--- src/rtl/ramwr4_arb_if.sv ---
// Request/engine bus for ramwr4_arb: four requester write ports in, one RAM
// engine write port out, plus status.
interface ramwr4_arb_if #(
  parameter int unsigned ADDRBIT = 5,
  parameter int unsigned WIDTH   = 32
);
  logic                   active;
  logic [3:0]             req_we;
  logic [4*ADDRBIT-1:0]   req_wa;
  logic [4*WIDTH-1:0]     req_wrd;
  logic [3:0]             req_rdy;
  logic                   eng_we;
  logic [ADDRBIT-1:0]     eng_wa;
  logic [WIDTH-1:0]       eng_wrd;
  logic                   init_done;
  logic [3:0]             ovf_err;

  modport master (
    output active, req_we, req_wa, req_wrd,
    input  req_rdy, eng_we, eng_wa, eng_wrd, init_done, ovf_err
  );

  modport slave (
    input  active, req_we, req_wa, req_wrd,
    output req_rdy, eng_we, eng_wa, eng_wrd, init_done, ovf_err
  );
endinterface

--- src/rtl/ramwr4_arb.sv ---
// Four-requester round-robin write arbiter feeding one RAM engine write port.
// Optional init sweep writing INITVAL to every address: define RAMWR4_ARB_INIT_EN.
module ramwr4_arb #(
  parameter int unsigned      ADDRBIT = 5,
  parameter int unsigned      WIDTH   = 32,
  parameter logic [WIDTH-1:0] INITVAL = '0
) (
  input  logic           clk,
  input  logic           rst,
  ramwr4_arb_if.slave    bus
);

  localparam int unsigned NREQ = 4;

  logic [NREQ-1:0]    r_pend;
  logic [ADDRBIT-1:0] r_addr [NREQ];
  logic [WIDTH-1:0]   r_data [NREQ];
  logic [1:0]         r_rr_ptr;
  logic [NREQ-1:0]    r_ovf;
  logic               r_eng_we;
  logic [ADDRBIT-1:0] r_eng_wa;
  logic [WIDTH-1:0]   r_eng_wrd;

  logic               w_run;
  logic               w_init_we;
  logic [ADDRBIT-1:0] w_init_wa;
  logic [NREQ-1:0]    w_rdy;
  logic               w_gnt_vld;
  logic [1:0]         w_gnt_idx;

`ifdef RAMWR4_ARB_INIT_EN
  typedef enum logic {ST_INIT, ST_RUN} state_t;

  state_t             r_state;
  state_t             w_state_nxt;
  logic [ADDRBIT-1:0] r_sweep;
  logic [ADDRBIT-1:0] w_sweep_nxt;

  always_ff @(posedge clk) begin
    if (rst) begin
      r_state <= ST_INIT;
      r_sweep <= '0;
    end else begin
      r_state <= w_state_nxt;
      r_sweep <= w_sweep_nxt;
    end
  end

  // Sweep advances only while active; RUN is terminal until reset.
  always_comb begin
    w_state_nxt = r_state;
    w_sweep_nxt = r_sweep;
    w_init_we   = 1'b0;
    case (r_state)
      ST_INIT: begin
        if (bus.active) begin
          w_init_we   = 1'b1;
          w_sweep_nxt = r_sweep + ADDRBIT'(1);
          if (&r_sweep) w_state_nxt = ST_RUN;
        end
      end
      ST_RUN:  w_state_nxt = ST_RUN;
      default: w_state_nxt = ST_INIT;
    endcase
  end

  assign w_run     = (r_state == ST_RUN);
  assign w_init_wa = r_sweep;
`else
  assign w_run     = 1'b1;
  assign w_init_we = 1'b0;
  assign w_init_wa = '0;
`endif

  assign w_rdy = ~r_pend & {NREQ{w_run}};

  // Search order rr_ptr+1 .. rr_ptr+4 (wraps back to rr_ptr last).
  always_comb begin
    w_gnt_vld = 1'b0;
    w_gnt_idx = r_rr_ptr;
    for (int k = 1; k <= NREQ; k++) begin
      if (!w_gnt_vld && r_pend[2'(r_rr_ptr + 2'(k))]) begin
        w_gnt_vld = 1'b1;
        w_gnt_idx = 2'(r_rr_ptr + 2'(k));
      end
    end
    if (!(bus.active && w_run)) w_gnt_vld = 1'b0;
  end

  always_ff @(posedge clk) begin
    if (rst) begin
      r_pend   <= '0;
      r_ovf    <= '0;
      r_rr_ptr <= 2'd3;
    end else begin
      for (int i = 0; i < NREQ; i++) begin
        if (bus.req_we[i] && w_rdy[i])
          r_pend[i] <= 1'b1;
        else if (w_gnt_vld && (w_gnt_idx == 2'(i)))
          r_pend[i] <= 1'b0;
        if (bus.req_we[i] && !w_rdy[i])
          r_ovf[i] <= 1'b1;
      end
      if (w_gnt_vld) r_rr_ptr <= w_gnt_idx;
    end
  end

  // Slot payload only matters while pend is set, so it needs no reset.
  always_ff @(posedge clk) begin
    for (int i = 0; i < NREQ; i++) begin
      if (bus.req_we[i] && w_rdy[i]) begin
        r_addr[i] <= bus.req_wa[i*ADDRBIT +: ADDRBIT];
        r_data[i] <= bus.req_wrd[i*WIDTH +: WIDTH];
      end
    end
  end

  always_ff @(posedge clk) begin
    if (rst) begin
      r_eng_we  <= 1'b0;
      r_eng_wa  <= '0;
      r_eng_wrd <= '0;
    end else if (w_init_we) begin
      r_eng_we  <= 1'b1;
      r_eng_wa  <= w_init_wa;
      r_eng_wrd <= INITVAL;
    end else if (w_gnt_vld) begin
      r_eng_we  <= 1'b1;
      r_eng_wa  <= r_addr[w_gnt_idx];
      r_eng_wrd <= r_data[w_gnt_idx];
    end else begin
      r_eng_we  <= 1'b0;
    end
  end

  assign bus.req_rdy   = w_rdy;
  assign bus.eng_we    = r_eng_we;
  assign bus.eng_wa    = r_eng_wa;
  assign bus.eng_wrd   = r_eng_wrd;
  assign bus.init_done = w_run;
  assign bus.ovf_err   = r_ovf;

endmodule

--- src/flat_wrapper.sv ---
// flat-port wrapper written by rule: the top's interface ports become plain ports
module ramwr4_arb_flat 
#(
  parameter int unsigned      ADDRBIT = 5,
  parameter int unsigned      WIDTH   = 32,
  parameter logic [WIDTH-1:0] INITVAL = '0
)
  (clk, rst, bus_active, bus_req_we, bus_req_wa, bus_req_wrd, bus_req_rdy, bus_eng_we, bus_eng_wa, bus_eng_wrd, bus_init_done, bus_ovf_err);
  ramwr4_arb_if #(.ADDRBIT(ADDRBIT), .WIDTH(WIDTH)) bus_i ();
  input  logic clk;
  input  logic rst;
  input wire logic [$bits(bus_i.active)-1:0] bus_active;
  input wire logic [$bits(bus_i.req_we)-1:0] bus_req_we;
  input wire logic [$bits(bus_i.req_wa)-1:0] bus_req_wa;
  input wire logic [$bits(bus_i.req_wrd)-1:0] bus_req_wrd;
  output wire logic [$bits(bus_i.req_rdy)-1:0] bus_req_rdy;
  output wire logic [$bits(bus_i.eng_we)-1:0] bus_eng_we;
  output wire logic [$bits(bus_i.eng_wa)-1:0] bus_eng_wa;
  output wire logic [$bits(bus_i.eng_wrd)-1:0] bus_eng_wrd;
  output wire logic [$bits(bus_i.init_done)-1:0] bus_init_done;
  output wire logic [$bits(bus_i.ovf_err)-1:0] bus_ovf_err;
  assign bus_i.active = bus_active;
  assign bus_i.req_we = bus_req_we;
  assign bus_i.req_wa = bus_req_wa;
  assign bus_i.req_wrd = bus_req_wrd;
  assign bus_req_rdy = bus_i.req_rdy;
  assign bus_eng_we = bus_i.eng_we;
  assign bus_eng_wa = bus_i.eng_wa;
  assign bus_eng_wrd = bus_i.eng_wrd;
  assign bus_init_done = bus_i.init_done;
  assign bus_ovf_err = bus_i.ovf_err;
  ramwr4_arb #(.ADDRBIT(ADDRBIT), .WIDTH(WIDTH), .INITVAL(INITVAL)) u_core (.clk(clk), .rst(rst), .bus(bus_i));
endmodule
--- config.mk ---
export PLATFORM = sky130hd
export DESIGN_NAME = ramwr4_arb_flat
export DESIGN_NICKNAME = d
export VERILOG_FILES = /design/src/rtl/ramwr4_arb_if.sv /design/src/rtl/ramwr4_arb.sv /design/src/flat_wrapper.sv
export SDC_FILE = /design/constraint.sdc
export NUM_CORES = 1
export LEC_CHECK = 0
export ABC_CLOCK_PERIOD_IN_PS = 3600
export CAP_MARGIN = 20
export CORE_ASPECT_RATIO = 0.75
export CORE_MARGIN = 5
export CORE_UTILIZATION = 45
export DETAILED_ROUTE_END_ITERATION = 8
export PLACE_DENSITY_LB_ADDON = 0.3
export SYNTH_ARGS = -nofsm -noshare
export SYNTH_HDL_FRONTEND = slang
export SYNTH_SLANG_ARGS = --single-unit
--- constraint.sdc ---
create_clock -name clk -period 3.6 [get_ports clk]
set_clock_uncertainty 0.2 [all_clocks]
set_input_delay 0.72 -clock clk [delete_from_list [all_inputs] [get_ports clk]]
set_output_delay 0.72 -clock clk [all_outputs]
set_load 0.05 [all_outputs]
==> qor.txt <==
worst-skew pair later-pin latency -> 420 ps
ant diodes -> 0
crit path cell chain -> inv_1 -> clkdlybuf4s50_1
Routed WL -> 17.6 mm
Area after DPL -> 9350 um^2
Setup crit end -> bus_req_rdy[2]
CTS tree -> done
die width -> 154 um
Max-slew headroom -> 0.542
Worst-Margin Slew -> 685 ps
routed vias/inst -> 5.22
Fin Hold WS -> 273 ps
critical path class -> reg -> out
Max-cap violations -> 0
reg2reg start -> u_core.r_pend[0]
crit path DAT -> 1850 ps
status -> complete, no violations
post-CTS sizing -> 0
DIE AREA -> 18300 um^2
GRT overflow -> 0
RSZ-0062 raised after global routing -> no
hold depth -> 2
# hold bufs at CTS -> 0
Max IR drop VDD -> 0.306 mV
postcts setup bufs -> 0
First-pass DRT Iterations -> 6
Synth Area per Inst -> 16.8 um^2
Post-Synthesis Cell Area -> 7040 um^2
Synth top cells by count -> 148 x edfxtp_1, 74 x mux2i_1, 48 x dfxtp_1
CP peak stage delay -> 740 ps
layout cell share with drive strength beyond 1 -> 0.0705
vias in the first global route -> 4711
Worst R2R End -> u_core.bus.eng_wrd[12]
I/O Pins -> 202
Max Clk Rate -> 0.361 GHz
Yosys warnings -> 0
Nets -> 781
Synth Flop Type -> edfxtp_1
setup TNS -> 0 ps
row count -> 39
area fraction of the dominant cell type after synthesis -> 0.631
R2R cell count -> 6
initial drt markers -> 294
register area share after synthesis -> 0.767
Req. time, crit path -> 2680 ps
root buffer cell -> clkbuf_16
Sink Count -> 196
CP bufs+invs -> 2
flops & latches, synth -> 196
crit path launch -> u_core.r_pend[2]
CORE AREA -> 15300 um^2
Routed Antenna Nets -> 0
Slowest cell on crit path -> clkdlybuf4s50_1
FF-to-FF setup slack -> 1040 ps
fin cells -> 843
TritonCTS buffer count -> 17
most frequent cell after synthesis -> edfxtp_1
placed cells -> 812
final period utilization -> 0.770
area delta synth->final -> 41.4%
Post-DP HPWL -> 12.3 mm
Hold Vio Cnt, Final -> 0
sequential cell area -> 5410 um^2
GPL Wtd Cong -> 0.819
Tmin final -> 2770 ps
# port buffers -> 200
largest area contributor in the netlist -> edfxtp_1
Stages on worst setup path -> 2
via count -> 4400
# setup viols final -> 0
DRC -> 0
H-tree depth -> 4
crit path max fanout -> 8
Startpoint Class -> flip-flop
initial antenna violation count -> 2
Initial Utilization -> 0.461
clk buf depth -> 2
All-Layer GR Usage -> 0.195
endpoint class of the critical path -> primary output
final slew viol count -> 0
largest net degree at the start of global routing -> 78
Post-synth EDFFs -> 148
Area contributors post-synth -> edfxtp_1 63%, dfxtp_1 14%, mux2i_1 11%, o221ai_1 4.5%, nand2_1 2.1%
die height -> 118 um
fin area -> 9960 um^2
DR WL/cell -> 20.9 um
Worst Hold Class -> reg -> reg
first-pass GRT wire length -> 27.0 mm
Syn Nets -> 574
cell family with most CP delay -> buffers and inverters
Mapped Cells -> 419
Post-synth ARST share -> 0
power density over the cells -> 570 nW/um^2
fill cell count -> 1105
utilization after layout -> 0.652
clock transition at the registers of the reported paths -> 70 ps
Lkg Pwr -> 3.61 nW
library cells used by synthesis -> 26
Multi-input gate area -> 1540 um^2
## placed cells by master, fill, tap and decap left out, types with 3 or more instances in the layout
cell type | synthesis | final
inv_1 | 5 | 5
o221ai_1 | 36 | 36
bufinv_16 | 0 | 3
clkbuf_1 | 4 | 3
dfxtp_1 | 48 | 48
clkbuf_16 | 0 | 17
clkdlybuf4s50_1 | 0 | 200
nand2_1 | 39 | 39
o21ai_0 | 3 | 3
a21oi_1 | 5 | 5
buf_12 | 0 | 4
buf_4 | 7 | 6
nor2b_4 | 0 | 5
edfxtp_1 | 148 | 148
nor2_1 | 14 | 14
mux2i_1 | 74 | 74
clkbuf_8 | 0 | 4
## sequential cells by signal (all words and copies together) (netlist names)
name                count
u_core.r_rr_ptr         2
u_core.r_addr          20
u_core.bus.eng_wa       5
u_core.r_pend           4
u_core.bus.eng_wrd     32
u_core.r_data         128
u_core.bus.ovf_err      4
u_core.bus.eng_we       1
## worst min path at each step
| stage | from | to | slack (ps) |
|---|---|---|---|
| detailed placement | u_core.bus.eng_wrd[24] | u_core.bus.eng_wrd[24] | 260 |
| finish | u_core.bus.eng_wrd[25] | u_core.bus.eng_wrd[25] | 270 |
| global placement | u_core.bus.eng_wrd[25] | u_core.bus.eng_wrd[25] | 240 |
| floorplan | u_core.r_rr_ptr[0] | u_core.r_rr_ptr[0] | 270 |
| global route | u_core.bus.eng_wrd[24] | u_core.bus.eng_wrd[24] | 290 |
| CTS | u_core.bus.eng_wrd[25] | u_core.bus.eng_wrd[25] | 270 |
## worst reg2reg max path, delay by kind of cell (launching register included)
family                 cells  cell delay, ps
AOI/OAI and AO/OA          3             720
buffers and inverters      1             460
DFF                        1             530
muxes                      1             420
and+or+nand+nor            1              90
## logic make-up (layout without fill, tap and decap cells)
group,after synthesis,after routing,synth area share
flip-flops,196,196,0.767
multiplexers,74,74,0.105
AND/OR/NAND/NOR,66,66,0.0394
AO/OA/AOI/OAI,55,55,0.0654
buffers and inverters,27,246,0.0222
other,1,1,0.000532
## layer usage
layer / up-vias / global-route usage / routed length [um]
li1: 2037 / - / -
met1: 2128 / 0.256 / 7440
met2: 209 / 0.305 / 8290
met3: 22 / 0.0745 / 1640
met4: 4 / 0.0574 / 208
met5: - / 0 / 25
## final cells by class
class	instances	area share
Clock buffer	24	0.0494
Clock inverter	7	0.0122
Inverter	5	0.00188
Multi-Input combinational cell	196	0.154
Sequential cell	196	0.543
Tap cell	205	0.0258
Timing Repair Buffer	210	0.214
## where the power goes
group / total (W) / internal (W) / switching (W)
Clock: 0.00194 / 0.00117 / 0.000775
Combinational: 0.00102 / 0.000444 / 0.000580
Sequential: 0.00271 / 0.00263 / 0.0000868
Total: 0.00568 / 0.00424 / 0.00144
## metrics by stage
| stage | total power (W) | setup slack, ps |
|---|---|---|
| final | 0.00568 | 827 |
| after global placement | 0.00376 | 890 |
| after CTS | 0.00573 | 807 |
| after detailed placement | 0.00379 | 768 |
| after floorplan | 0.00335 | 583 |
| after global routing | 0.00589 | 733 |
(Power assumes the default switching activity.)
